<file path="src/rtl/aes_keysched_if.sv">
// Round-key bus between the AES-128 round controller and the key scheduler.
//   keyld/keyin    : byte-serial cipher key load, MSB first
//   start/encdec   : begin an operation (0 = encryption, 1 = decryption)
//   next           : advance to the following round key
//   roundkey/round : current round key and its index
//   keyready/busy  : key valid / decryption pre-walk in progress
interface aes_keysched_if;
  localparam int unsigned KEY_W   = 128;
  localparam int unsigned BYTE_W  = 8;
  localparam int unsigned ROUND_W = 4;

  logic                keyld;
  logic [BYTE_W-1:0]   keyin;
  logic                start;
  logic                encdec;
  logic                next;
  logic [KEY_W-1:0]    roundkey;
  logic [ROUND_W-1:0]  round;
  logic                keyready;
  logic                busy;

  // Round controller side.
  modport master (
    output keyld, keyin, start, encdec, next,
    input  roundkey, round, keyready, busy
  );

  // Key scheduler side.
  modport slave (
    input  keyld, keyin, start, encdec, next,
    output roundkey, round, keyready, busy
  );
endinterface

</file>
<file path="src/rtl/aes_keysched.sv">
// AES-128 round-key generator for the byte-serial datapath.
// Loads the cipher key byte-serially, then steps round keys forward
// (K0..K10) or backward (K10..K0) one per `next` pulse. Decryption first
// walks forward to K10 (busy high), then steps backward on demand.
//   clk   : system clock, rising edge
//   rst   : asynchronous reset, active-low
//   kif   : aes_keysched_if.slave (load, control and round-key outputs)

// Forward AES S-box, one byte lookup.
module sbox_mux (
  input  logic [7:0] din,
  output logic [7:0] dout
);
  localparam logic [0:255][7:0] SBOX = {
    128'h637c777bf26b6fc53001672bfed7ab76,
    128'hca82c97dfa5947f0add4a2af9ca472c0,
    128'hb7fd9326363ff7cc34a5e5f171d83115,
    128'h04c723c31896059a071280e2eb27b275,
    128'h09832c1a1b6e5aa0523bd6b329e32f84,
    128'h53d100ed20fcb15b6acbbe394a4c58cf,
    128'hd0efaafb434d338545f9027f503c9fa8,
    128'h51a3408f929d38f5bcb6da2110fff3d2,
    128'hcd0c13ec5f974417c4a77e3d645d1973,
    128'h60814fdc222a908846eeb814de5e0bdb,
    128'he0323a0a4906245cc2d3ac629195e479,
    128'he7c8376d8dd54ea96c56f4ea657aae08,
    128'hba78252e1ca6b4c6e8dd741f4bbd8b8a,
    128'h703eb5664803f60e613557b986c11d9e,
    128'he1f8981169d98e949b1e87e9ce5528df,
    128'h8ca1890dbfe6426841992d0fb054bb16
  };

  assign dout = SBOX[din];
endmodule

module aes_keysched #(
  parameter int unsigned NROUND = 10
) (
  input  logic           clk,
  input  logic           rst,
  aes_keysched_if.slave  kif
);
  localparam int unsigned KEY_W   = 128;
  localparam int unsigned WORD_W  = 32;
  localparam int unsigned BYTE_W  = 8;
  localparam int unsigned ROUND_W = 4;
  localparam int unsigned CNT_W   = 4;

  typedef enum logic [1:0] {
    S_IDLE,
    S_LOAD,
    S_WALK,
    S_READY
  } state_t;

  state_t              state_q, state_d;
  logic [KEY_W-1:0]    key_q, key_d;
  logic [KEY_W-1:0]    k0_q, k0_d;
  logic [ROUND_W-1:0]  round_q, round_d;
  logic [BYTE_W-1:0]   rcon_q, rcon_d;
  logic                mode_q, mode_d;
  logic [CNT_W-1:0]    cnt_q, cnt_d;
  logic                keyready_q, keyready_d;
  logic                busy_q, busy_d;

  // Key words of the current round key.
  logic [WORD_W-1:0] w0, w1, w2, w3;
  assign w0 = key_q[127:96];
  assign w1 = key_q[95:64];
  assign w2 = key_q[63:32];
  assign w3 = key_q[31:0];

  // rcon_q holds Rcon for the next forward step (Rcon[round+1]); the
  // inverse step needs Rcon[round], one inverse-xtime back.
  logic [BYTE_W-1:0] rcon_fwd_c, rcon_inv_c;
  assign rcon_fwd_c = {rcon_q[6:0], 1'b0} ^ (rcon_q[7] ? 8'h1b : 8'h00);
  assign rcon_inv_c = rcon_q[0] ? ({1'b0, rcon_q[7:1] ^ 7'h0d} | 8'h80)
                                : {1'b0, rcon_q[7:1]};

  // The four S-boxes are shared: forward steps substitute w3, inverse
  // steps substitute the recovered w3' = w3 ^ w2.
  logic              inv_sel_c;
  logic [WORD_W-1:0] w3x_c, sb_in_c, rot_c, sub_c;
  assign inv_sel_c = (state_q == S_READY) && mode_q;
  assign w3x_c     = w3 ^ w2;
  assign sb_in_c   = inv_sel_c ? w3x_c : w3;
  assign rot_c     = {sb_in_c[23:0], sb_in_c[31:24]};

  sbox_mux u_sbox0 (.din(rot_c[31:24]), .dout(sub_c[31:24]));
  sbox_mux u_sbox1 (.din(rot_c[23:16]), .dout(sub_c[23:16]));
  sbox_mux u_sbox2 (.din(rot_c[15:8]),  .dout(sub_c[15:8]));
  sbox_mux u_sbox3 (.din(rot_c[7:0]),   .dout(sub_c[7:0]));

  // Forward step: round r -> r+1.
  logic [WORD_W-1:0] f0_c, f1_c, f2_c, f3_c;
  assign f0_c = w0 ^ sub_c ^ {rcon_q, 24'h0};
  assign f1_c = w1 ^ f0_c;
  assign f2_c = w2 ^ f1_c;
  assign f3_c = w3 ^ f2_c;

  // Inverse step: round r -> r-1.
  logic [WORD_W-1:0] i0_c, i1_c, i2_c, i3_c;
  assign i3_c = w3x_c;
  assign i2_c = w2 ^ w1;
  assign i1_c = w1 ^ w0;
  assign i0_c = w0 ^ sub_c ^ {rcon_inv_c, 24'h0};

  // State register.
  always_ff @(posedge clk or negedge rst) begin
    if (!rst) begin
      state_q    <= S_IDLE;
      key_q      <= '0;
      k0_q       <= '0;
      round_q    <= '0;
      rcon_q     <= 8'h01;
      mode_q     <= 1'b0;
      cnt_q      <= '0;
      keyready_q <= 1'b0;
      busy_q     <= 1'b0;
    end else begin
      state_q    <= state_d;
      key_q      <= key_d;
      k0_q       <= k0_d;
      round_q    <= round_d;
      rcon_q     <= rcon_d;
      mode_q     <= mode_d;
      cnt_q      <= cnt_d;
      keyready_q <= keyready_d;
      busy_q     <= busy_d;
    end
  end

  // Next-state logic; priority keyld > start > next, nothing accepted in WALK.
  always_comb begin
    state_d    = state_q;
    key_d      = key_q;
    k0_d       = k0_q;
    round_d    = round_q;
    rcon_d     = rcon_q;
    mode_d     = mode_q;
    cnt_d      = cnt_q;
    keyready_d = keyready_q;
    busy_d     = busy_q;

    case (state_q)
      S_IDLE, S_LOAD, S_READY: begin
        if (kif.keyld) begin
          key_d      = {key_q[119:0], kif.keyin};
          k0_d       = {k0_q[119:0], kif.keyin};
          cnt_d      = cnt_q + CNT_W'(1);
          keyready_d = 1'b0;
          state_d    = (cnt_q == CNT_W'(15)) ? S_IDLE : S_LOAD;
        end else if (kif.start) begin
          // Every operation begins from the loaded K0.
          key_d   = k0_q;
          round_d = '0;
          rcon_d  = 8'h01;
          mode_d  = kif.encdec;
          cnt_d   = '0;
          if (kif.encdec) begin
            busy_d     = 1'b1;
            keyready_d = 1'b0;
            state_d    = S_WALK;
          end else begin
            keyready_d = 1'b1;
            state_d    = S_READY;
          end
        end else if (kif.next && (state_q == S_READY)) begin
          if (!mode_q && (round_q < ROUND_W'(NROUND))) begin
            key_d   = {f0_c, f1_c, f2_c, f3_c};
            round_d = round_q + ROUND_W'(1);
            rcon_d  = rcon_fwd_c;
          end else if (mode_q && (round_q != '0)) begin
            key_d   = {i0_c, i1_c, i2_c, i3_c};
            round_d = round_q - ROUND_W'(1);
            rcon_d  = rcon_inv_c;
          end
        end
      end

      S_WALK: begin
        // Decryption pre-walk: one forward step per cycle up to K10.
        key_d   = {f0_c, f1_c, f2_c, f3_c};
        round_d = round_q + ROUND_W'(1);
        rcon_d  = rcon_fwd_c;
        if (round_q == ROUND_W'(NROUND - 1)) begin
          busy_d     = 1'b0;
          keyready_d = 1'b1;
          state_d    = S_READY;
        end
      end

      default: state_d = S_IDLE;
    endcase
  end

  assign kif.roundkey = key_q;
  assign kif.round    = round_q;
  assign kif.keyready = keyready_q;
  assign kif.busy     = busy_q;
endmodule

</file>
<file path="src/flat_wrapper.sv">
// flat-port wrapper written by rule: the top's interface ports become plain ports
module aes_keysched_flat 
#(
  parameter int unsigned NROUND = 10
)
  (clk, rst, kif_keyld, kif_keyin, kif_start, kif_encdec, kif_next, kif_roundkey, kif_round, kif_keyready, kif_busy);
  aes_keysched_if kif_i ();
  input  logic clk;
  input  logic rst;
  input wire logic [$bits(kif_i.keyld)-1:0] kif_keyld;
  input wire logic [$bits(kif_i.keyin)-1:0] kif_keyin;
  input wire logic [$bits(kif_i.start)-1:0] kif_start;
  input wire logic [$bits(kif_i.encdec)-1:0] kif_encdec;
  input wire logic [$bits(kif_i.next)-1:0] kif_next;
  output wire logic [$bits(kif_i.roundkey)-1:0] kif_roundkey;
  output wire logic [$bits(kif_i.round)-1:0] kif_round;
  output wire logic [$bits(kif_i.keyready)-1:0] kif_keyready;
  output wire logic [$bits(kif_i.busy)-1:0] kif_busy;
  assign kif_i.keyld = kif_keyld;
  assign kif_i.keyin = kif_keyin;
  assign kif_i.start = kif_start;
  assign kif_i.encdec = kif_encdec;
  assign kif_i.next = kif_next;
  assign kif_roundkey = kif_i.roundkey;
  assign kif_round = kif_i.round;
  assign kif_keyready = kif_i.keyready;
  assign kif_busy = kif_i.busy;
  aes_keysched #(.NROUND(NROUND)) u_core (.clk(clk), .rst(rst), .kif(kif_i));
endmodule
</file>
<file path="config.mk">
export PLATFORM = sky130hd
export DESIGN_NAME = aes_keysched_flat
export DESIGN_NICKNAME = d
export VERILOG_FILES = /design/src/rtl/aes_keysched_if.sv /design/src/rtl/aes_keysched.sv /design/src/flat_wrapper.sv
export SDC_FILE = /design/constraint.sdc
export NUM_CORES = 2
export LEC_CHECK = 0
export CAP_MARGIN = 40
export CORE_MARGIN = 4
export CORE_UTILIZATION = 40
export DETAILED_ROUTE_END_ITERATION = 12
export PLACE_DENSITY = 0.54
export SLEW_MARGIN = 25
export SYNTH_ARGS = -nofsm -noshare
export SYNTH_HDL_FRONTEND = slang
export SYNTH_HIERARCHICAL = 1
export SYNTH_SLANG_ARGS = --single-unit
</file>
<file path="constraint.sdc">
create_clock -name clk -period 6.8 [get_ports clk]
set_clock_uncertainty 0.2 [all_clocks]
set_input_delay 0.68 -clock clk [delete_from_list [all_inputs] [get_ports clk]]
set_output_delay 0.68 -clock clk [all_outputs]
set_load 0.005 [all_outputs]
</file>
==> reports/results.ini <==
[final_layout]
syn2layout_area_growth_pct=11.0
layout.nets=4296
drive_above_1_share_pct=8.41
layout.area.seq_mm2=0.00693
stdcell_count=5284
multi_input_area_mm2=0.0223
nFillCells=7950

[critical_path]
start_kind=register
crit_buf_inv=3
ff2ff_setup_slack_ns=0.61
cp_max_fo=12
cp.required_ns=7.05
crit_path_end_kind=register
cp.depth=17
worstSetupEndpoint=u_core/kif.roundkey[31]
critical-path-top-delay-family=compound AO/OA/AOI/OAI gates
rr_worst_depth=17
crit_start=u_core/state_q[0]
max_stage_delay_ns=0.69
crit_arrival_ns=6.43
setup.worst_path.class=register to register
r2r_end=u_core/kif.roundkey[31]
crit_chain=and3_2 > nand2_1 > xnor2_2 > buf_4 > inv_1 > ha_1 > nor2b_1 > o21ai_0 > a21oi_1 > nor4_1 > a311oi_1 > buf_4 > xnor3_1 > xor2_1 > o21ai_0 > o221ai_1 > a22o_1
r2r-start=u_core/state_q[0]
slowest_stage=nor2b_1

[sta]
fin_crit_ns=6.19
rsz0062_at_grt=false
worst_slew_pin_slew_ns=0.917
hold_viol=0
relSlewSlack_pct=38.5
setup_tns_ns=0
fmax_ghz=0.162
finalCritPeriodShare_pct=91.0
setup_viol=0
slew_violations=0

[yosys]
synth_top_family_by_area=compound AO/OA/AOI/OAI gates
synth_top_area_cell=dfrtp_1
yosysSeqAreaShare_pct=22.0
synthFlopType=dfrtp_1
post_synth.cell_area_avg_um2=7.25
synth_compound_area_share_pct=33.8
synth-simple-area-share_pct=24.2
yosysMostFrequentCell=nand2_1
synth_xor_area_share_pct=7.28
synth-seq-cells=277
syn_nets=4421
yosys_warnings=6
syn-cell-area_mm2=0.0315
synthTopCellsByCount=nand2_1, nor2_1, a21oi_1
synth-edff-count=0
syn_inst=4343
synthAdderAreaFrac_pct=2.54
synthArstFlopShare_pct=100
synth_area_leaders=dfrtp_1, nand2_1, xnor2_1
synth_top_area_share_pct=21.9
ys_types=108
synthMuxAreaShare_pct=1.97

[worst_hold_path]
hold_class=register to register
hold_start=u_core/k0_q[127]

[floorplan]
die_h_um=288
fp.dieW_um=288
initial_utilization_pct=40.5
num_rows=102
dieArea_mm2=0.0832
core_area_mm2=0.0777
io_pins=148

[drt]
dr.first_iter.drc_count=5723
wl_per_cell_um=30.6
dr.pass1.iters=7
final_antenna_net_count=0
via_per_inst=6.99
drcViolationCount=0
vias=36900
wirelength_um=162000

[cts]
ctsRootBufferMaster=clkbuf_16
cts_hold_buf=0
cts_sinks=277
cts_post_setup_buffers_inserted=0
clkSlewWorstSetupHoldPaths_ns=0.06
cts_buffers=36
cts_buffer_depth=3
worstSkewPairLatency_ns=0.57
cts_tree=built
htreeDepth=2
ctsResizeCount=0

[global_routing]
grt_max_degree=168
antenna_found_initial=2
grt_pass1_vias=33900
grt_first_pass_wirelength_um=237000
grt_usage_pct=37.4
gr-total-overflow=0

[placed_design]
hpwl_um=111000
dp_cells=5211
portBuffers=147
gp_congestion=1.05

[status]
outcome=complete, no violations

[run]
maxCapViolCount=0

## through the flow
stage	utilization (%)	cell area (um^2)	hold slack, ns	worst slack (ns)
floorplan	-	31500	0.184	1.36
global placement	43.1	33500	0.259	0.843
detailed placement	43.3	33600	0.268	0.897
CTS	44.8	34800	0.0437	0.863
global route	44.9	34900	0.299	0.399
finish	44.9	34900	0.284	0.614
## cell families (layout without fill, tap and decap cells)
group | Yosys count | in the layout
AO/OA/AOI/OAI | 1544 | 1544
XOR/XNOR | 236 | 236
adder cells (fa/ha/maj) | 64 | 64
buffers and inverters | 540 | 440
flip-flops | 277 | 277
multiplexers | 45 | 45
other | 0 | 1
AND/OR/NAND/NOR | 1637 | 1637
## registers in the layout (all words and copies together), names as in the netlist
name,count
u_core/kif.keyready,1
u_core/mode_q,1
u_core/kif.roundkey,128
u_core/kif.round,4
u_core/kif.busy,1
u_core/k0_q,128
u_core/state_q,2
u_core/rcon_q,8
u_core/cnt_q,4
## per-layer routing
metal | routed length (um) | GRT usage (%) | up-vias
met3 | 16900 | 6.46 | 592
met2 | 69800 | 56.8 | 2754
met5 | 26 | 0 | -
met1 | 64700 | 50.9 | 17700
li1 | - | - | 15800
met4 | 10500 | 19.7 | 4
## worst min-delay path: cells and delay by family (launching register included)
kind | cells | cell delay, ns
flip-flops | 1 | 0.35
AND/OR/NAND/NOR | 2 | 0.10
## final cells by class
cell class / instances / share of cell area (%)
antenna: 1 / 0.00717
clock buffer: 56 / 3.17
clock inverter: 7 / 0.215
inverter: 87 / 0.935
multi-input combinational: 3526 / 64.0
sequential: 277 / 19.9
tap: 1040 / 3.73
timing repair buffer: 290 / 8.10
## worst min-delay path by stage
stage                                   to  slack (ns)  cells past startpoint
after floorplan            u_core/cnt_q[0]        0.18                      0
after global placement    u_core/k0_q[122]        0.26                      2
after detailed placement  u_core/k0_q[120]        0.27                      2
after CTS                  u_core/k0_q[37]        0.04                      1
after global routing      u_core/k0_q[127]        0.30                      2
final                     u_core/k0_q[127]        0.28                      2
## placed cells by master (no fill, tap or decap), drive strengths merged, types with 37 or more instances in the layout
cell and n:
nor2b 72, nand4 38, o211ai 93, a211oi 88, clkdlybuf4s50 144, o22ai 55
nor3 141, a31oi 81, clkbuf 59, o21ai 341, dfrtp 276, nand3 113
nand2b 89, xnor2 163, o311ai 65, buf 142, xor2 57, o31ai 56
a311oi 54, a22o 37, ha 64, inv 91, nor2 322, a22oi 41
nand2 694, a21oi 281
Power is left out: the tool's default activity adds up to more than one toggle a clock period on the data nets, which glitch-free logic cannot reach.
